$ cat src/rtl/n64_vbus_demux_pkg.sv
// Shared constants and types for the N64 video bus demultiplexer.
// Holds bus widths, the PAL threshold, FSM encoding and sync-nibble bit positions.
package n64_vbus_demux_pkg;

  localparam int COLOR_W = 7;
  localparam int SYNC_W  = 4;
  localparam int LCNT_W  = 10;

  localparam logic [LCNT_W-1:0] PAL_LINE_THRES = 10'd288;

  // Sync nibble layout {VSYNC,CLAMP,HSYNC,CSYNC}, all active-low
  localparam int VSYNC_BIT = 3;
  localparam int HSYNC_BIT = 1;

  localparam logic [SYNC_W-1:0] SYNC_IDLE = 4'hF;

  localparam logic [1:0] ST_WAIT  = 2'd0;
  localparam logic [1:0] ST_GET_R = 2'd1;
  localparam logic [1:0] ST_GET_G = 2'd2;
  localparam logic [1:0] ST_GET_B = 2'd3;

  typedef struct packed {
    logic [SYNC_W-1:0]  sync;
    logic [COLOR_W-1:0] r;
    logic [COLOR_W-1:0] g;
    logic [COLOR_W-1:0] b;
  } pixel_t;

endpackage

$ cat src/rtl/n64_vmode_detect.sv
// PAL/NTSC and progressive/interlaced detection from the line count per field.
// Fed only with accepted sync nibbles; edges are judged between consecutive nibbles.
module n64_vmode_detect
  import n64_vbus_demux_pkg::*;
(
  input  logic VCLK,
  input  logic VRST,
  input  logic nib_stb_i,
  input  logic nhsync_i,
  input  logic nvsync_i,
  output logic palmode_o,
  output logic n64_480i_o,
  output logic vmode_upd_o
);

  logic              nhsync_q, nvsync_q;
  logic [LCNT_W-1:0] lcnt_q, lcnt_d;
  logic [LCNT_W-1:0] lcnt_prev_q, lcnt_prev_d;
  logic              pal_q, pal_d;
  logic              i480_q, i480_d;
  logic              upd_q, upd_d;
  logic              hs_fall, vs_fall;

  assign hs_fall = nib_stb_i & nhsync_q & ~nhsync_i;
  assign vs_fall = nib_stb_i & nvsync_q & ~nvsync_i;

  always_comb begin
    lcnt_d      = lcnt_q;
    lcnt_prev_d = lcnt_prev_q;
    pal_d       = pal_q;
    i480_d      = i480_q;
    upd_d       = 1'b0;
    // A coincident HSYNC fall is ignored: the field is judged on the pre-increment count
    if (vs_fall) begin
      pal_d       = (lcnt_q > PAL_LINE_THRES);
      i480_d      = (lcnt_q != lcnt_prev_q);
      lcnt_prev_d = lcnt_q;
      lcnt_d      = '0;
      upd_d       = 1'b1;
    end else if (hs_fall && (lcnt_q != '1)) begin
      lcnt_d = lcnt_q + 1'b1;
    end
  end

  // Previous-level registers clear to 0 so the first nibble after reset never forms an edge
  always_ff @(posedge VCLK) begin
    if (VRST) begin
      nhsync_q    <= 1'b0;
      nvsync_q    <= 1'b0;
      lcnt_q      <= '0;
      lcnt_prev_q <= '0;
      pal_q       <= 1'b0;
      i480_q      <= 1'b0;
      upd_q       <= 1'b0;
    end else begin
      if (nib_stb_i) begin
        nhsync_q <= nhsync_i;
        nvsync_q <= nvsync_i;
      end
      lcnt_q      <= lcnt_d;
      lcnt_prev_q <= lcnt_prev_d;
      pal_q       <= pal_d;
      i480_q      <= i480_d;
      upd_q       <= upd_d;
    end
  end

  assign palmode_o   = pal_q;
  assign n64_480i_o  = i480_q;
  assign vmode_upd_o = upd_q;

endmodule

$ cat src/rtl/n64_vbus_demux.sv
// Demultiplexes the 4-phase N64 video bus (sync, R, G, B) into one pixel word per pixel.
// Optional VDEMUX_ERRCNT_EN adds perr_cnt_o, a saturating count of aborted partial pixels.
module n64_vbus_demux
  import n64_vbus_demux_pkg::*;
(
  input  logic               VCLK,
  input  logic               VRST,
  input  logic               nVDSYNC,
  input  logic [COLOR_W-1:0] VD_i,
  output logic               vdata_valid_o,
  output logic [SYNC_W-1:0]  vsync_o,
  output logic [COLOR_W-1:0] R_o,
  output logic [COLOR_W-1:0] G_o,
  output logic [COLOR_W-1:0] B_o,
  output logic               palmode_o,
  output logic               n64_480i_o,
  output logic               vmode_upd_o
`ifdef VDEMUX_ERRCNT_EN
  ,
  output logic [7:0]         perr_cnt_o
`endif
);

  logic [1:0] state_q, state_d;
  pixel_t     shadow_q, shadow_d;
  pixel_t     pix_q;
  logic       pend_q, pend_d;
  logic       valid_q;
  logic       sync_stb;

  assign sync_stb = ~nVDSYNC;

  always_comb begin
    // NOTE: every signal driven here gets a default first, so no path infers a latch.
    state_d  = state_q;
    shadow_d = shadow_q;
    pend_d   = 1'b0;
    if (!nVDSYNC) begin
      shadow_d.sync = VD_i[SYNC_W-1:0];
      state_d       = ST_GET_R;
    end else begin
      case (state_q)
        ST_GET_R: begin
          shadow_d.r = VD_i;
          state_d    = ST_GET_G;
        end
        ST_GET_G: begin
          shadow_d.g = VD_i;
          state_d    = ST_GET_B;
        end
        ST_GET_B: begin
          shadow_d.b = VD_i;
          state_d    = ST_WAIT;
          pend_d     = 1'b1;
        end
        default: state_d = ST_WAIT;
      endcase
    end
  end

  always_ff @(posedge VCLK) begin
    // NOTE: sequential state uses non-blocking assignments so every register samples pre-edge values.
    if (VRST) begin
      state_q <= ST_WAIT;
      pend_q  <= 1'b0;
      valid_q <= 1'b0;
      pix_q   <= '{sync: SYNC_IDLE, r: '0, g: '0, b: '0};
    end else begin
      state_q <= state_d;
      pend_q  <= pend_d;
      valid_q <= pend_q;
      if (pend_q) pix_q <= shadow_q;
    end
  end

  // NOTE: the shadow needs no reset; it only reaches the outputs after all four phases were latched.
  always_ff @(posedge VCLK) begin
    shadow_q <= shadow_d;
  end

  assign vdata_valid_o = valid_q;
  assign vsync_o       = pix_q.sync;
  assign R_o           = pix_q.r;
  assign G_o           = pix_q.g;
  assign B_o           = pix_q.b;

  n64_vmode_detect u_vmode_detect (
    .VCLK        (VCLK),
    .VRST        (VRST),
    .nib_stb_i   (sync_stb),
    .nhsync_i    (VD_i[HSYNC_BIT]),
    .nvsync_i    (VD_i[VSYNC_BIT]),
    .palmode_o   (palmode_o),
    .n64_480i_o  (n64_480i_o),
    .vmode_upd_o (vmode_upd_o)
  );

`ifdef VDEMUX_ERRCNT_EN
  logic [7:0] perr_cnt_q;
  logic       drop_partial;

  // A sync in GET_B is not counted: R and G arrived, only B was missing
  assign drop_partial = sync_stb & ((state_q == ST_GET_R) | (state_q == ST_GET_G));

  always_ff @(posedge VCLK) begin
    if (VRST) begin
      perr_cnt_q <= '0;
    end else if (drop_partial && (perr_cnt_q != 8'hFF)) begin
      perr_cnt_q <= perr_cnt_q + 8'd1;
    end
  end

  assign perr_cnt_o = perr_cnt_q;
`endif

endmodule
$ cat config.mk
export PLATFORM = sky130hd
export DESIGN_NAME = n64_vbus_demux
export DESIGN_NICKNAME = d
export VERILOG_FILES = /design/src/rtl/n64_vbus_demux_pkg.sv /design/src/rtl/n64_vmode_detect.sv /design/src/rtl/n64_vbus_demux.sv
export SDC_FILE = /design/constraint.sdc
export NUM_CORES = 1
export LEC_CHECK = 0
export CAP_MARGIN = 0
export CORE_ASPECT_RATIO = 1.75
export CORE_MARGIN = 4
export CORE_UTILIZATION = 47
export CTS_BUF_LIST = sky130_fd_sc_hd__clkbuf_16
export CTS_CLUSTER_SIZE = 24
export DETAILED_ROUTE_END_ITERATION = 8
export GPL_TIMING_DRIVEN = 1
export PLACE_DENSITY = 0.69
export SKIP_LAST_GASP = 1
export SYNTH_ARGS = -nofsm -noshare
export SYNTH_HDL_FRONTEND = slang
export SYNTH_HIERARCHICAL = 1
export SYNTH_SLANG_ARGS = --single-unit
$ cat constraint.sdc
create_clock -name VCLK -period 4.3 [get_ports VCLK]
set_clock_uncertainty 0.2 [all_clocks]
set_input_delay 0.86 -clock VCLK [delete_from_list [all_inputs] [get_ports VCLK]]
set_output_delay 0.86 -clock VCLK [all_outputs]
set_load 0.05 [all_outputs]
==> flow_summary.yaml <==
status:
  status: "finished, final reports clean"
clock_network:
  root_buffer: "clkbuf_16"
  cts_resized: 0
  cts_tree: "done"
  ctsHoldBuffers: 0
  post_cts_buffers: 0
  h-tree-depth: 3
  numCtsBuffers: 9
  insertion_delay_ns: 0.33
  cts_sinks: 79
  clk_pin_slew_worst_paths_ns: 0.06
  cts_buffer_depth: 2
synthesis:
  ys_types: 41
  synthCells: 269
  netlist_area_um2: 3070
  ys_ff_latch: 79
  yosysWarnings: 6
  syn_nets: 285
  ys_seq_area_frac: 0.596
  syn_avg_cell_area_um2: 11.4
power:
  ir_worst_vdd_uv: 303
  p_switching_uw: 317
  swShare: 0.203
  seq_power_share: 0.504
  pwr-share-clk: 0.465
  combPwrFrac: 0.031
  p_int_mw: 1.24
  p_leak_nw: 1.33
  power.density_nw_per_um2: 418
worst_setup_path:
  critPathArrivalTime_ns: 2.90
  slowest_stage: "or4_4"
  worstSetupEndpointType: "flop"
  crit_family: "simple AND/OR/NAND/NOR gates"
  path_cells: "clkdlybuf4s50_1 -> inv_1 -> nand3b_2 -> or4_4 -> or4_1 -> a21oi_1"
  ff2ff_setup_slack_ns: 2.22
  critPathBufInv: 2
  max_stage_delay_ns: 0.54
  critical_path_required_ns: 4.36
  start_kind: "primary input"
  path_max_fanout: 11
  crit_type: "in2reg"
cells_and_area:
  layout_common_cells: "dfxtp_1 (54), clkdlybuf4s50_1 (38), nor2_1 (32)"
  n_fill_cell: 543
  post-route-util: 0.595
  layout_commonest_cell: "dfxtp_1"
  nets: 322
  antenna_cells: 0
  final_cell_count_no_fill: 391
  drive_gt1_frac: 0.0868
  area_growth_pct: 21.5
timing:
  period_share: 0.661
  period_minus_slack_ns: 2.84
  timing_worst_slew_pin_value_ns: 1.13
  rsz0062_at_grt: "false"
  slew_headroom: 0.249
  max_freq_mhz: 352
  hold_viol_final: 0
  finalSetupViolCount: 0
  finalSetupTns_ns: 0
  maxSlewViolCount: 0
grt:
  grt_remaining_overflow: 0
  first_global_vias: 1960
  grt_usage: 0.153
  grt_start_max_net_pins: 28
  grt_pass1_wl_um: 9320
  antenna_found_initial: 0
placed_design:
  hpwlAfterDp_um: 3970
  io_buffers: 38
  dp.cells: 375
  place.gp.congestion: 0.798
floorplanning:
  coreArea_um2: 6280
  ios: 39
  start_util: 0.490
  die_h_um: 115
  die_area_um2: 7950
  die_w_um: 69.1
  core.rowCount: 38
drt:
  drt-total-wl_um: 5750
  drc: 0
  vias: 1988
  vias_per_cell: 5.08
  wl_per_cell_um: 14.7
  drt_iter0_drc: 83
  drtPass1Iterations: 4
  drtAntennaViolNets: 0
run:
  drv_cap: 0
worst_hold_path:
  hold_path.class: "reg2reg"
## cell families (layout without fill, tap and decap cells)
family / after synthesis / in the layout / synth area share
xor gates and xnor gates: 11 / 11 / 0.0314
buffers and inverters: 23 / 65 / 0.0525
AOI/OAI and AO/OA: 32 / 32 / 0.0672
DFF: 79 / 79 / 0.596
adders and majority gates: 6 / 6 / 0.0244
muxes: 23 / 23 / 0.0749
and+or+nand+nor: 95 / 95 / 0.154
## worst paths after layout
check	start	end	cells past startpoint
worst max-delay path	nVDSYNC	u_vmode_detect/lcnt_q[7]	6
worst min register to register	shadow_q[23]	vsync_o[2]	1
worst min-delay path	shadow_q[23]	vsync_o[2]	1
worst max register to register	u_vmode_detect/lcnt_q[1]	u_vmode_detect/lcnt_q[3]	5
## cell usage after synthesis (all sizes together)
cell type   n  area (µm²)
nor2b       4        25.0
nor4b       1        8.76
or4         3        26.3
clkbuf      9        53.8
and3b       2        20.0
a31o        1        8.76
a211o       4        35.0
mux2i      23         230
or3         3        20.0
nor2       32         120
xor2        6        52.6
nand4       3        18.8
nand3b      2        18.8
o21ai       5        25.0
o31a        1        10.0
nor3        5        25.0
a21oi      15        75.1
o211ai      1        7.51
nand2b      1        6.26
dfxtp      54        1080
nor4        2        12.5
edfxtp     25         751
xnor2       5        43.8
o31ai       2        20.0
and3        2        12.5
a211oi      2        15.0
nand2      25        93.8
ha          6        75.1
nand3       5        25.0
o211a       1        10.0
and2b       2        20.0
inv         8        30.0
and2        3        18.8
buf         6        77.6
## worst register-to-register path, stage by stage (launching register included)
cell and delay [ns]:
dfxtp_1 0.46, ha_1 0.22, nand3_1 0.20, o31ai_2 0.63, or3_1 0.19, a21oi_1 0.06
## cell type report
cell class | count | area (µm²) | area share
Tap cell | 80 | 100 | 0.0268
Timing Repair Buffer | 41 | 403 | 0.108
Clock buffer | 9 | 225 | 0.0603
Sequential cell | 79 | 1830 | 0.491
Multi-Input combinational cell | 167 | 1080 | 0.289
Clock inverter | 7 | 63.8 | 0.0171
Inverter | 8 | 30.0 | 0.00804
## flip-flops by register name (all words and copies together) (netlist names)
signal                      cells
G_o                             7
u_vmode_detect/vmode_upd_o      1
R_o                             7
u_vmode_detect/palmode_o        1
u_vmode_detect/nhsync_q         1
u_vmode_detect/nvsync_q         1
shadow_q                       25
u_vmode_detect/lcnt_q          10
vdata_valid_o                   1
u_vmode_detect/n64_480i_o       1
B_o                             7
vsync_o                         4
state_q                         2
pend_q                          1
u_vmode_detect/lcnt_prev_q     10
## power by group through the flow
| stage | clock, mW | combinational (mW) | sequential (mW) |
|---|---|---|---|
| 6_report | 0.725 | 0.0484 | 0.786 |
| 5_1_grt | 0.776 | 0.0531 | 0.786 |
| 4_1_cts | 0.741 | 0.0491 | 0.786 |
| 3_5_place_dp | 0 | 0.0487 | 0.802 |
| 3_3_place_gp | 0 | 0.0481 | 0.801 |
| 2_1_floorplan | 0 | 0.0234 | 0.806 |
## per-stage QoR
| step | power (mW) | worst slack (ns) | hold WS [ns] | cell area [µm²] |
|---|---|---|---|---|
| 6_report | 1.56 | 1.46 | 0.258 | 3730 |
| 5_1_grt | 1.62 | 1.26 | 0.268 | 3730 |
| 4_1_cts | 1.58 | 1.47 | 0.260 | 3730 |
| 3_5_place_dp | 0.851 | 1.14 | 0.246 | 3440 |
| 3_3_place_gp | 0.849 | 1.18 | 0.237 | 3440 |
| 2_1_floorplan | 0.829 | 1.78 | 0.233 | 3070 |
## metal layers
layer,global-route usage,part of all wire,vias to the layer above
met5,0,0,-
met1,0.155,0.41,923
li1,-,-,1006
met3,0.0542,0.045,11
met4,0.0834,0.025,0
met2,0.272,0.52,48
Power figures use the tool's default switching activity.
